## src/rtl/r5p_tcb_htif.sv

```systemverilog
// ----------------------------------------------------------------------------
// r5p_tcb_htif
//
// Host-target interface peripheral on one TCB port. It captures the test exit
// write to TOHOST, holds the signature bounds, counts cycles and runs a
// watchdog. The done/pass/exit_code/timeout outputs let a bench or an FPGA
// build end a test without a behavioural monitor.
//
// Register map (byte offsets, word access only):
//   0x00 TOHOST    W   bit0=1: exit with code wdt[31:1]; bit0=0: syscall,
//                      wdt is echoed into FROMHOST. Reads return 0.
//   0x04 FROMHOST  RW
//   0x08 SIG_BEGIN RW
//   0x0C SIG_END   RW
//   0x10 CYCLE     RO  free-running cycle counter (write is an error)
//   0x14 WDOG      RW  remaining cycles before timeout
//
// Ports:
//   clk        clock, rising edge
//   rst_n      asynchronous active-low reset
//   tcb_vld    request valid
//   tcb_wen    write enable
//   tcb_adr    byte address offset [ADR_W-1:0]
//   tcb_siz    log2 transfer size (2 = word)
//   tcb_wdt    write data
//   tcb_rdt    read data, one cycle after the transfer
//   tcb_err    response error, one cycle after the transfer
//   tcb_rdy    request ready (high whenever reset is released)
//   done       test finished (exit or timeout)
//   pass       exit code zero and no timeout
//   exit_code  tohost[31:1] of the exit write
//   timeout    watchdog expired
// ----------------------------------------------------------------------------
module r5p_tcb_htif #(
    parameter int unsigned TIMEOUT = 20000,
    parameter int unsigned ADR_W   = 5
) (
    input  logic             clk,
    input  logic             rst_n,
    input  logic             tcb_vld,
    input  logic             tcb_wen,
    input  logic [ADR_W-1:0] tcb_adr,
    input  logic [1:0]       tcb_siz,
    input  logic [31:0]      tcb_wdt,
    output logic [31:0]      tcb_rdt,
    output logic             tcb_err,
    output logic             tcb_rdy,
    output logic             done,
    output logic             pass,
    output logic [30:0]      exit_code,
    output logic             timeout
);

    typedef enum logic [1:0] {
        ST_RUN  = 2'd0,
        ST_EXIT = 2'd1,
        ST_TMO  = 2'd2
    } state_t;

    state_t      r_state;
    logic [31:0] r_fromhost;
    logic [31:0] r_sig_begin;
    logic [31:0] r_sig_end;
    logic [31:0] r_cycle;
    logic [31:0] r_wdog;
    logic [31:0] r_rdt;
    logic        r_err;
    logic        r_done;
    logic        r_pass;
    logic        r_timeout;
    logic [30:0] r_exit_code;

    logic        w_trn;
    logic [31:0] w_adr32;
    logic        w_sel_tohost;
    logic        w_sel_fromhost;
    logic        w_sel_sig_begin;
    logic        w_sel_sig_end;
    logic        w_sel_cycle;
    logic        w_sel_wdog;
    logic        w_word;
    logic        w_legal;
    logic        w_wr;
    logic        w_exit;
    logic        w_syscall;
    logic [31:0] w_wdog_next;
    logic [31:0] w_rd_data;

    // Ready tracks the reset input directly so a request can be accepted on
    // the very first edge after release.
    assign tcb_rdy = rst_n;
    assign w_trn   = tcb_vld & tcb_rdy;

    assign w_adr32         = 32'(tcb_adr);
    assign w_sel_tohost    = (w_adr32 == 32'h00);
    assign w_sel_fromhost  = (w_adr32 == 32'h04);
    assign w_sel_sig_begin = (w_adr32 == 32'h08);
    assign w_sel_sig_end   = (w_adr32 == 32'h0C);
    assign w_sel_cycle     = (w_adr32 == 32'h10);
    assign w_sel_wdog      = (w_adr32 == 32'h14);

    // Aligned word access inside the map; CYCLE is read-only.
    assign w_word  = (tcb_siz == 2'd2) && (tcb_adr[1:0] == 2'b00) && (w_adr32 <= 32'h14);
    assign w_legal = w_word && !(tcb_wen && w_sel_cycle);

    // Writes only take effect while running; after exit/timeout they are
    // acknowledged without error but dropped.
    assign w_wr      = w_trn && w_legal && tcb_wen && (r_state == ST_RUN);
    assign w_exit    = w_wr && w_sel_tohost && tcb_wdt[0];
    assign w_syscall = w_wr && w_sel_tohost && !tcb_wdt[0];

    // A write to WDOG overrides the decrement; the counter saturates at 0.
    always_comb begin
        w_wdog_next = r_wdog;
        if (w_wr && w_sel_wdog) begin
            w_wdog_next = tcb_wdt;
        end else if (r_wdog != 32'd0) begin
            w_wdog_next = r_wdog - 32'd1;
        end
    end

    always_comb begin
        w_rd_data = 32'd0;
        case (w_adr32)
            32'h04:  w_rd_data = r_fromhost;
            32'h08:  w_rd_data = r_sig_begin;
            32'h0C:  w_rd_data = r_sig_end;
            32'h10:  w_rd_data = r_cycle;
            32'h14:  w_rd_data = r_wdog;
            default: w_rd_data = 32'd0;
        endcase
    end

    always_ff @(posedge clk or negedge rst_n) begin
        if (!rst_n) begin
            r_state     <= ST_RUN;
            r_fromhost  <= 32'd0;
            r_sig_begin <= 32'd0;
            r_sig_end   <= 32'd0;
            r_cycle     <= 32'd0;
            r_wdog      <= TIMEOUT;
            r_rdt       <= 32'd0;
            r_err       <= 1'b0;
            r_done      <= 1'b0;
            r_pass      <= 1'b0;
            r_timeout   <= 1'b0;
            r_exit_code <= 31'd0;
        end else begin
            // Response is held until the next transfer replaces it.
            if (w_trn) begin
                r_rdt <= (w_legal && !tcb_wen) ? w_rd_data : 32'd0;
                r_err <= !w_legal;
            end

            case (r_state)
                ST_RUN: begin
                    r_cycle <= r_cycle + 32'd1;
                    r_wdog  <= w_wdog_next;

                    if ((w_wr && w_sel_fromhost) || w_syscall) r_fromhost <= tcb_wdt;
                    if (w_wr && w_sel_sig_begin)               r_sig_begin <= tcb_wdt;
                    if (w_wr && w_sel_sig_end)                 r_sig_end <= tcb_wdt;

                    // Exit takes priority over a watchdog expiring on the same edge.
                    if (w_exit) begin
                        r_state     <= ST_EXIT;
                        r_done      <= 1'b1;
                        r_pass      <= (tcb_wdt[31:1] == 31'd0);
                        r_exit_code <= tcb_wdt[31:1];
                    end else if (w_wdog_next == 32'd0) begin
                        r_state   <= ST_TMO;
                        r_done    <= 1'b1;
                        r_pass    <= 1'b0;
                        r_timeout <= 1'b1;
                    end
                end
                default: begin
                    // EXIT and TMO are terminal: counters and registers frozen.
                    r_state <= r_state;
                end
            endcase
        end
    end

    assign tcb_rdt   = r_rdt;
    assign tcb_err   = r_err;
    assign done      = r_done;
    assign pass      = r_pass;
    assign exit_code = r_exit_code;
    assign timeout   = r_timeout;

endmodule

```

## config.mk

```make
export PLATFORM = sky130hd
export DESIGN_NAME = r5p_tcb_htif
export DESIGN_NICKNAME = d
export VERILOG_FILES = /design/src/rtl/r5p_tcb_htif.sv
export SDC_FILE = /design/constraint.sdc
export NUM_CORES = 1
export LEC_CHECK = 0
export ABC_AREA = 0
export BUFFER_PORTS_ARGS = -buffer_cell sky130_fd_sc_hd__buf_2
export CORE_ASPECT_RATIO = 0.8
export CORE_MARGIN = 5
export CORE_UTILIZATION = 40
export CTS_CLUSTER_DIAMETER = 80
export CTS_CLUSTER_SIZE = 20
export DETAILED_ROUTE_END_ITERATION = 7
export PLACE_DENSITY = 0.56
export SYNTH_ARGS = -nofsm -noshare
export SYNTH_HDL_FRONTEND = slang
export SYNTH_SLANG_ARGS = --single-unit
```

## constraint.sdc

```tcl
create_clock -name clk -period 3.75 [get_ports clk]
set_input_delay 0.375 -clock clk [delete_from_list [all_inputs] [get_ports clk]]
set_output_delay 0.375 -clock clk [all_outputs]
set_load 0.05 [all_outputs]
```

==> reports/summary.txt <==
Synthesized area per cell: 10.5 sq um
Yosys cell types: 67
Share of the synthesized area in the top cell type: 49.3%
Synth Flop Type: dfrtp_1
Initial antenna violation count: 0
Synth Warn #: 0
Achievable Freq: 0.281 GHz
Fill count: 2,675
Post-DP HPWL: 26,100 um
Post-route cell area: 13,000 sq um
Worst Skew: 0.0129 ns
First-pass GRT wire length: 56,700 um
Sequential fraction of the synthesis area: 50.4%
Port Buffers: 110
Post-layout minimum cycle time: 3.56 ns
CP peak stage delay: 0.51 ns
CP Max Fanout: 5
Number of global-route vias before repair: 8,879
Final hold slack: 0.177 ns
Top post-synthesis cells by area: dfrtp_1 49%, mux2_2 12%, nand2_1 6.2%
Layout cells sized above 1: 27.3%
Wire per inst: 23.2 um
Area of the multi-input gates: 5350 sq um
Leading area contributor after synthesis: dfrtp_1
Drt pass-1 iters: 6
CTS tree: done
CP Data Required Time: 4.19 ns
RSZ-0062 raised after global routing: no
M1 WL: 18,200 um
Routed length on met2: 15,400 um
Slew headroom: 25.8%
Crit share post-route: 95.0%
Final GP Congestion: 0.930
Number of synthesized flops with an enable pin: 0
Die Footprint: 31,900 sq um
Detailed-route wire length: 36,400 um
DIE HEIGHT: 161 um
Max clock buf depth: 3
Clk root buf: clkbuf_16
Max Cap Viol: 0
P_leak: 6.34 nW
Max-slew violations: 0
Setup TNS: 0 ns
Met3 wire len: 2150 um
Crit path top cell by count: buf_4
Max VDD drop: 0.320 mV
Clock sinks: 229
CTS HTree Levels: 1
Total gr overflow: 0
Most frequent cells after synthesis: 224 x dfrtp_1, 188 x nand2_1, 119 x mux2_2
Pin count of the biggest net entering global routing: 67
Clock latency on the worst-skew pair: 0.49 ns
Most common cell in the netlist: dfrtp_1
Final hold vios: 0
Final setup vio count: 0
PwrDens: 392 nW/um^2
Async S/R FF share, synth: 100%
Max Used Layer: met4
Hold Crit Class: input port to flip-flop
Chip Width: 199 um
CP Cell Sequence: inv_1, ha_1, or4b_1, buf_4, nor4_4, buf_4, a211oi_1, a211o_1, a2111o_1, o21ai_0, o2111ai_1, nor4_2, buf_4, o22a_1
Drt via density: 5.80
Run status: finished, final reports clean
GRT Overall Usage: 22.7%
Cell area after synthesis: 11,400 sq um
CTS buffer count: 15
Crit path kind: flip-flop to flip-flop
Startpoint class of the critical path: flip-flop
FF+latch count, synth: 229
Core area: 28,100 sq um
Critical path capture point type: flip-flop
DRC: 0
Initial Util: 40.4%
Placed Area: 12,600 sq um
I/O pin total: 111
Layout net count: 1,236
Area Overhead vs Synth: 14.3%
Slew at the pin closest to its max-slew limit: 1.11 ns
Vias: 9,105
Clock Pin Slew Worst Setup and Hold Paths: 0.09 ns
CP max-delay cell: or4b_1
Detailed Route Iter0 Violations: 730
Seq. cell area: 5740 sq um
Row cnt: 55
Post-DRT Antenna Nets: 0
Mapped Cells: 1,081
Critical path arrival: 4.00 ns
Net Count, Synth: 1,127
==> worst max-delay path, delay by kind of cell (launching register included) <==
kind / cells / cell delay [ns]
AO/OA/AOI/OAI: 6 / 1.24
AND/OR/NAND/NOR: 3 / 1.00
buffers and inverters: 4 / 0.68
flip-flops: 1 / 0.38
adder cells (fa/ha/maj): 1 / 0.20
==> layout by cell type, fill, tap and decap left out, types with 6 or more instances in the layout <==
master and count:
a222oi_1 12, a22oi_1 7, clkbuf_1 9, nor4_1 9, nand3_1 25, nor4_2 6, nand2_1 188, buf_4 52
clkbuf_16 15, o21ai_0 47, and3_1 12, dfrtp_1 224, nor2_1 47, a22o_1 64, xor2_1 14, or3_1 9
buf_2 109, nor3_1 20, xnor2_1 29, nand4_1 17, o22ai_1 7, a21oi_1 31, a221o_1 20, mux2_2 119
==> report_power, final <==
| group | leakage [nW] | total, mW | switching, mW | internal, mW |
|---|---|---|---|---|
| combinational | 3.05 | 0.745 | 0.484 | 0.261 |
| sequential | 3.08 | 2.71 | 0.135 | 2.58 |
| clock | 0.202 | 1.64 | 0.874 | 0.762 |
==> logic make-up (layout without fill, tap and decap cells) <==
| family | count (synthesis) | after routing | synth area share, % |
|---|---|---|---|
| AND/OR/NAND/NOR | 371 | 371 | 15.5 |
| AO/OA/AOI/OAI | 234 | 234 | 15.4 |
| flip-flops | 229 | 229 | 50.4 |
| multiplexers | 123 | 123 | 12.2 |
| buffers and inverters | 78 | 195 | 2.84 |
| XOR/XNOR | 43 | 43 | 3.31 |
| adder cells (fa/ha/maj) | 3 | 3 | 0.330 |
| other | 0 | 1 | 0 |
==> cell type report <==
type,instances,share of cell area [%]
clock buffers,24,3.15
multi-input cells,774,41.2
inverters,5,0.144
well taps,370,3.56
repair buffers,165,7.70
clock inverters,1,0.0867
diodes,1,0.0193
flip-flops and latches,229,44.1
==> metrics by stage <==
step | util [%] | worst slack, ns | total power [mW] | std cells
floorplan | - | 0.558 | 3.14 | 1081
global placement | 44.6 | 0.300 | 3.49 | 1541
detailed placement | 44.6 | 0.203 | 3.50 | 1541
CTS | 46.1 | 0.176 | 5.14 | 1567
global route | 46.2 | 0.0310 | 5.31 | 1568
finish | 46.2 | 0.186 | 5.09 | 1569
==> flip-flops by register name (all words and copies together) (netlist names) <==
register / flops
pass: 1
tcb_err: 1
timeout: 1
r_fromhost: 32
r_wdog: 32
exit_code: 31
tcb_rdt: 32
r_cycle: 32
done: 1
r_sig_begin: 32
r_state: 2
r_sig_end: 32
==> path summary, 6_finish.rpt <==
path	cells after the start	startpoint	slack [ns]	endpoint
setup / recovery	14	r_wdog[0]	0.19	done
hold / removal	3	tcb_wdt[1]	0.18	exit_code[0]
setup reg to reg	14	r_wdog[0]	0.19	done
hold reg to reg	2	exit_code[15]	0.46	exit_code[15]
max in group asynchronous	4	rst_n	1.75	r_sig_end[3]
min in group asynchronous	2	rst_n	0.34	tcb_rdt[23]
==> routing by layer <==
layer,vias to the layer above,track usage [%]
li1,4186,-
met1,4617,36.5
met2,265,32.8
met3,37,2.98
met4,0,4.10
met5,-,0
==> repair_timing <==
item	4_1_cts	5_1_grt
setup buffers	0	1
hold endpoints to repair	28	0
hold buffers	1	0
endpoints found under the setup margin	0	2
gates resized for setup	0	1
No activity file was read; power rests on OpenSTA's default activity.
